[src/rtl/alu4_acc.sv]
// rtl/alu4_acc.sv - 4-bit add/sub accumulator with valid/ready command and result handshakes
// Optional saturating ADD/SUB: define ALU4_ACC_SAT_EN.
module alu4_acc #(
  parameter int CNT_W = 8
) (
  input  logic             clk,
  input  logic             rst_n,
  input  logic             in_valid,
  output logic             in_ready,
  input  logic [1:0]       in_op,
  input  logic [3:0]       in_data,
  output logic             out_valid,
  input  logic             out_ready,
  output logic [3:0]       acc,
  output logic             carry,
  output logic             zero,
  output logic             overflow,
  output logic             ovf_sticky,
  output logic [CNT_W-1:0] op_count
);

  localparam logic [1:0] OP_LOAD = 2'b00;
  localparam logic [1:0] OP_ADD  = 2'b01;
  localparam logic [1:0] OP_SUB  = 2'b10;
  localparam logic [1:0] OP_CMP  = 2'b11;

  logic       accept;
  logic       sub;
  logic [3:0] real_b;
  logic [4:0] sum;
  logic [3:0] y;
  logic       sum_ovf;
  logic [3:0] arith_acc;

  assign in_ready = !out_valid || out_ready;
  assign accept   = in_valid && in_ready;

  // SUB and CMP both encode with in_op[1] set; LOAD ignores the adder.
  assign sub     = in_op[1];
  assign real_b  = in_data ^ {4{sub}};
  assign sum     = {1'b0, acc} + {1'b0, real_b} + {4'b0000, sub};
  assign y       = sum[3:0];
  assign sum_ovf = (acc[3] == real_b[3]) && (y[3] != acc[3]);

`ifdef ALU4_ACC_SAT_EN
  always_comb begin
    arith_acc = y;
    if (sum_ovf) arith_acc = acc[3] ? 4'b1000 : 4'b0111;
  end
`else
  assign arith_acc = y;
`endif

  always_ff @(posedge clk) begin
    if (!rst_n) begin
      acc        <= 4'd0;
      carry      <= 1'b0;
      zero       <= 1'b1;
      overflow   <= 1'b0;
      ovf_sticky <= 1'b0;
      op_count   <= '0;
      out_valid  <= 1'b0;
    end else if (accept) begin
      out_valid <= 1'b1;
      if (in_op == OP_LOAD) begin
        acc        <= in_data;
        carry      <= 1'b0;
        overflow   <= 1'b0;
        zero       <= (in_data == 4'd0);
        ovf_sticky <= 1'b0;
      end else begin
        carry    <= sum[4];
        overflow <= sum_ovf;
        if (sum_ovf) ovf_sticky <= 1'b1;
        if (op_count != {CNT_W{1'b1}}) op_count <= op_count + 1'b1;
        if (in_op == OP_CMP) begin
          zero <= (y == 4'd0);
        end else begin
          acc  <= arith_acc;
          zero <= (arith_acc == 4'd0);
        end
      end
    end else if (out_ready) begin
      out_valid <= 1'b0;
    end
  end

endmodule

[config.mk]
export PLATFORM = sky130hd
export DESIGN_NAME = alu4_acc
export DESIGN_NICKNAME = d
export VERILOG_FILES = /design/src/rtl/alu4_acc.sv
export SDC_FILE = /design/constraint.sdc
export NUM_CORES = 1
export LEC_CHECK = 0
export ABC_AREA = 1
export BUFFER_PORTS_ARGS = -buffer_cell sky130_fd_sc_hd__buf_2
export CAP_MARGIN = 15
export CORE_MARGIN = 2
export CORE_UTILIZATION = 46
export DETAILED_ROUTE_END_ITERATION = 6
export PLACE_DENSITY_LB_ADDON = 0.12
export SETUP_SLACK_MARGIN = 0.02
export SLEW_MARGIN = 40
export SYNTH_ARGS = -nofsm -noshare
export SYNTH_HDL_FRONTEND = slang
export SYNTH_SLANG_ARGS = --single-unit
[constraint.sdc]
create_clock -name clk -period 1.66 [get_ports clk]
set_clock_uncertainty 0.1 [all_clocks]
set_input_delay 0.083 -clock clk [delete_from_list [all_inputs] [get_ports clk]]
set_output_delay 0.083 -clock clk [all_outputs]
set_load 0.01 [all_outputs]
==> results.json, run 1 <==
{
  "outcome": "completed",
  "period_share_pct": 96.0,
  "diodes": 0,
  "syn-num-nets": 163,
  "fin_ws_ps": 67.0,
  "startpoint_type": "flop",
  "synthDistinctLibCells": 27,
  "synth_seq_area_share_pct": 32.3,
  "clock-sinks": 17,
  "grt_pass1_vias": 989,
  "ir_drop_mv": 0.342,
  "io-pin-count": 28,
  "drv_slew": 0,
  "utilization_pct": 61.0,
  "rsz0062_at_grt": "yes",
  "finalHoldViolCount": 0,
  "synth_area_mm2": 0.00105,
  "area_delta_synth_final_pct": 26.7,
  "die_h_um": 51.9,
  "routed_wl_mm": 2.53,
  "multi_input_area_um2": 653,
  "path_clk_slew_ps": 100,
  "io_buffers": 27,
  "cts_setup_buffers": 0,
  "die_w_um": 51.9,
  "finalNetCount": 202,
  "grt_pass1_wl_mm": 4.15,
  "syn-mean-instance-area_um2": 7.18,
  "fillers": 219,
  "vias_per_cell": 4.95,
  "worst_slew_pin_slew_ps": 361,
  "fin_total_pwr_uw": 985,
  "grt_max_degree": 11,
  "maxSlewHeadroom_pct": 75.7,
  "fin_crit_ps": 1590,
  "dr.pass1.iters": 5,
  "dpl_cell_area_mm2": 0.00126,
  "cp.required_ps": 1800,
  "rows": 17,
  "crit_arrival_ps": 1730,
  "seq_area_um2": 344,
  "cts_tree": "yes",
  "ant_nets": 0,
  "vias": 1054,
  "place_congestion": 0.859,
  "dp_cells": 207,
  "pre_cts_slack_ps": -94.7,
  "grt_antenna_before_repair": 0,
  "end_kind": "flop",
  "layout-drive-gt1-share_pct": 33.5,
  "grt_usage_pct": 20.7,
  "cts_inserted_buffers": 3,
  "insertion_delay_ps": 290,
  "ys_warn_count": 0,
  "wire_per_inst_um": 11.9,
  "die-area_mm2": 0.00269,
  "final_area_mm2": 0.00134,
  "synthCells": 147,
  "clk_path_buf_depth": 2,
  "max_freq_mhz": 628,
  "maxCapViolations": 0,
  "drtIter0Drc": 18,
  "stdcell_count": 213,
  "fp.coreArea_mm2": 0.00219,
  "grt_overflow": 0,
  "powerDensity_mw_per_mm2": 737,
  "start_util_pct": 48.1,
  "finalSetupTns_ps": 0,
  "leakage_nw": 0.636,
  "drc": 0,
  "min_path_type": "in -> reg",
  "path_class": "reg -> reg",
  "cts_max_level": 1,
  "dp_hpwl_mm": 2.04,
  "cts_root_buffer": "clkbuf_4",
  "timing.hold.ws_ps": 15.9,
  "ys_ff_latch": 17,
  "cp_max_fo": 2,
  "setup-violations-final": 0
}
## path summary, 6_finish.rpt
kind	from	end	slack [ps]	cells past startpoint
worst min-delay path	in_data[2]	acc[2]	20	3
worst min register to register	ovf_sticky	ovf_sticky	360	2
worst max-delay path	acc[0]	zero	70	10
worst max register to register	acc[0]	zero	70	10
## placed cells by master, fill, tap and decap left out
cell type / n
inv_2: 2
clkinv_1: 1
dlygate4sd3_1: 2
nor3_1: 1
clkbuf_4: 3
ha_1: 4
dfxtp_1: 14
nand2_1: 36
nand2_4: 2
o21ai_1: 1
inv_1: 16
dfxtp_2: 3
nor2_4: 2
inv_4: 1
nand3_2: 1
o21ai_0: 5
nor4_1: 1
xnor2_1: 3
buf_2: 27
xnor2_2: 1
fa_1: 1
nor2_1: 5
buf_4: 6
nand4_1: 3
o211ai_1: 1
xor2_1: 4
nor2_2: 1
o21ai_2: 1
nand3_1: 8
nand2_2: 7
ha_2: 1
a21oi_1: 16
a21oi_2: 4
clkbuf_1: 1
## critical path, stage by stage (launching register included)
cell and delay, ps:
dfxtp_2 340, inv_2 30, nand2_2 60, nand2_2 60, fa_1 520, nand3_1 90
nor2_1 90, nand4_1 100, nand2_1 60, nand2_1 40, nand2_1 40
## cells in the mapped netlist
cell type   n  area [um^2]
o211ai_1    1         7.51
o21ai_0     5         25.0
nand2_1    40          150
nand2_2     3         18.8
inv_4       1         6.26
a21oi_2     3         26.3
clkinv_1    1         3.75
xnor2_1     4         35.0
nor2_4      2         22.5
nand4_1     3         18.8
nor4_1      1         6.26
nand3_1     8         40.0
dfxtp_1    17          340
a21oi_1    17         85.1
ha_1        5         62.6
nand3_2     1         10.0
nor3_1      1         5.00
inv_2       1         3.75
nand2_4     2         22.5
nor2_2      1         6.26
o21ai_1     1         5.00
nor2_1      5         18.8
o21ai_2     1         8.76
buf_4       1         7.51
inv_1      17         63.8
xor2_1      4         35.0
fa_1        1         20.0
## where the power goes
group          switching [mW]  internal [mW]  total, mW
sequential             0.0176          0.432      0.450
combinational           0.179          0.131      0.311
clock                   0.131         0.0933      0.225
## per-layer routing
metal / routed length (um) / vias up / part of all wire, % / global-route usage (%)
li1: - / 552 / - / -
met1: 1090 / 476 / 43 / 24.0
met2: 1300 / 20 / 51 / 36.5
met3: 75 / 6 / 3.0 / 3.74
met4: 58 / 0 / 2.3 / 9.21
met5: 0 / - / 0 / 0
## cell families after synthesis
logic type,share of synthesized area [%]
AOI/OAI and AO/OA,14.9
xor gates and xnor gates,6.64
adders and majority gates,7.83
buffers and inverters,8.07
DFF,32.3
and+or+nand+nor,30.2
## what timing repair did
item	CTS	global route
gates resized for setup	0	10
setup endpoints to repair	0	9
hold endpoints to repair	1	4
hold buffers	1	1
## sequential cells by signal, summed over array words and instances (netlist names)
name        count
overflow        1
acc             4
carry           1
out_valid       1
zero            1
ovf_sticky      1
op_count        8
## final cells by class
| class | instances | area share [%] |
|---|---|---|
| clock buffer | 4 | 1.97 |
| inverter | 20 | 5.81 |
| multi-input combinational | 109 | 48.9 |
| sequential | 17 | 25.7 |
| tap | 28 | 2.62 |
| timing repair buffer | 35 | 15.0 |
Power figures use the tool's default switching activity.
==> run 2: changes to the inputs <==
--- a/config.mk
+++ b/config.mk
@@ -11,6 +11,7 @@
 export CORE_MARGIN = 2
 export CORE_UTILIZATION = 46
 export DETAILED_ROUTE_END_ITERATION = 6
+export HOLD_SLACK_MARGIN = 0.03
 export PLACE_DENSITY_LB_ADDON = 0.12
 export SETUP_SLACK_MARGIN = 0.02
 export SLEW_MARGIN = 40
==> run 2 against run 1 <==
  * Total power rose by 0.41%
  * Final area is 1.5% higher
  * Register-to-register slack barely moved
  * Critical path type unchanged
  * Critical endpoint unchanged
  * Largest cell class unchanged
==> results.json, run 2 (synthesis gave the netlist of run 1 again) <==
{
  "dp_hpwl_mm": 2.04,
  "r2r_cells": 10,
  "period_share_pct": 96.0,
  "layout_commonest_cell": "nand2_1",
  "cts_root_buffer": "clkbuf_4",
  "drtIter0Drc": 17,
  "ir_drop_mv": 0.343,
  "die-area_mm2": 0.00269,
  "cp_common_cell": "nand2_1",
  "ant_nets": 0,
  "grt_antenna_before_repair": 0,
  "clock-sinks": 17,
  "maxCapViolations": 0,
  "critPathTopFamily": "simple AND/OR/NAND/NOR gates",
  "diodes": 0,
  "utilization_pct": 61.9,
  "wire_per_inst_um": 11.8,
  "leakage_nw": 0.644,
  "grt_overflow": 0,
  "rows": 17,
  "finalHoldViolCount": 0,
  "cp.required_ps": 1800,
  "grt_usage_pct": 20.8,
  "reg_top3": "op_count (8), acc (4)",
  "fp.coreArea_mm2": 0.00219,
  "place_congestion": 0.859,
  "critPathMaxStageDelay_ps": 520,
  "clk_path_buf_depth": 2,
  "r2r_end": "zero",
  "end_kind": "flop",
  "max_freq_mhz": 628,
  "fillers": 214,
  "min_path_type": "in -> reg",
  "drv_slew": 0,
  "critPathSlowestCell": "fa_1",
  "fin_crit_ps": 1590,
  "crit_chain": "inv_2 > nand2_2 > nand2_2 > fa_1 > nand3_1 > nor2_1 > nand4_1 > nand2_1 > nand2_1 > nand2_1",
  "largest_reg_flops": 8,
  "vias": 1060,
  "cts_tree": "yes",
  "rr_startpoint": "acc[0]",
  "grt_max_degree": 11,
  "io_buffers": 27,
  "maxSlewHeadroom_pct": 75.6,
  "cts_inserted_buffers": 3,
  "powerDensity_mw_per_mm2": 729,
  "dr.pass1.iters": 5,
  "die_w_um": 51.9,
  "crit_arrival_ps": 1730,
  "setup-violations-final": 0,
  "io-pin-count": 28,
  "pre_cts_slack_ps": -94.7,
  "start_util_pct": 48.1,
  "holdPathEnd": "acc[3]",
  "cp_max_fo": 2,
  "cts_max_level": 1,
  "grt_pass1_vias": 993,
  "outcome": "completed",
  "area_delta_synth_final_pct": 28.6,
  "min_from": "in_data[3]",
  "worst_slew_pin_slew_ps": 364,
  "layout_common_cells": "nand2_1, buf_2, inv_1, a21oi_1, dfxtp_1",
  "path_clk_slew_ps": 100,
  "top_register": "op_count",
  "fin_ws_ps": 67.1,
  "layout-drive-gt1-share_pct": 33.2,
  "rsz0062_at_grt": "yes",
  "crit_buf_inv": 1,
  "drc": 0,
  "path_class": "reg -> reg",
  "vias_per_cell": 4.93,
  "fin_total_pwr_uw": 989,
  "insertion_delay_ps": 290,
  "startpoint_type": "flop",
  "reg2reg_slack_ps": 70,
  "finalNetCount": 204,
  "die_h_um": 51.9,
  "hold_depth": 5,
  "routed_wl_mm": 2.54,
  "grt_pass1_wl_mm": 4.18
}
[run 2: timing repair]
item / in CTS / in global routing
hold buffers: 4 / 0
endpoints found under the setup margin: 0 / 10
endpoints found under the hold margin: 8 / 0
buffers inserted: 0 / 0
resized for setup: 0 / 10
[run 2: report_power, final]
part           internal, mW  leakage, nW  switching, mW
Combinational         0.134        0.489          0.180
Clock                0.0933       0.0150          0.132
Sequential            0.432        0.140         0.0175
[run 2: worst max path at each step]
| stage | from | to | slack (ps) | cells past startpoint |
|---|---|---|---|---|
| after floorplan | acc[0] | zero | 60 | 10 |
| after global placement | in_op[1] | acc[3] | -30 | 14 |
| after detailed placement | in_op[1] | acc[3] | -90 | 14 |
| after CTS | acc[0] | zero | 30 | 10 |
| after global routing | acc[0] | zero | -20 | 10 |
| final | acc[0] | zero | 70 | 10 |
[run 2: stage by stage]
step,TNS [ps],area [um^2],std cells,hold slack [ps]
after floorplan,0,1060,147,117
after global placement,-25.8,1260,207,296
after detailed placement,-172,1260,207,303
after CTS,0,1330,215,51.3
after global routing,-24.6,1360,215,66.6
final,0,1360,215,55.9
[run 2: layout make-up]
type                            instances  area (um^2)  area share [%]
Sequential cell                        17          344            25.4
Multi-Input combinational cell        109          653            48.2
Tap cell                               28         35.0            2.58
Inverter                               20         77.6            5.72
Clock buffer                            4         26.3            1.94
Timing Repair Buffer                   37          220            16.2
[run 2: worst register-to-register path: stages (launching register included)]
cell,delay [ps]
dfxtp_2,350
inv_2,30
nand2_2,60
nand2_2,60
fa_1,520
nand3_1,100
nor2_1,90
nand4_1,100
nand2_1,60
nand2_1,40
nand2_1,40
[run 2: routing by layer]
layer / global-route usage (%) / part of all wire [%]
met1: 24.2 / 43
met2: 36.7 / 51
met3: 3.74 / 3.0
met4: 9.21 / 2.3
met5: 0 / 0
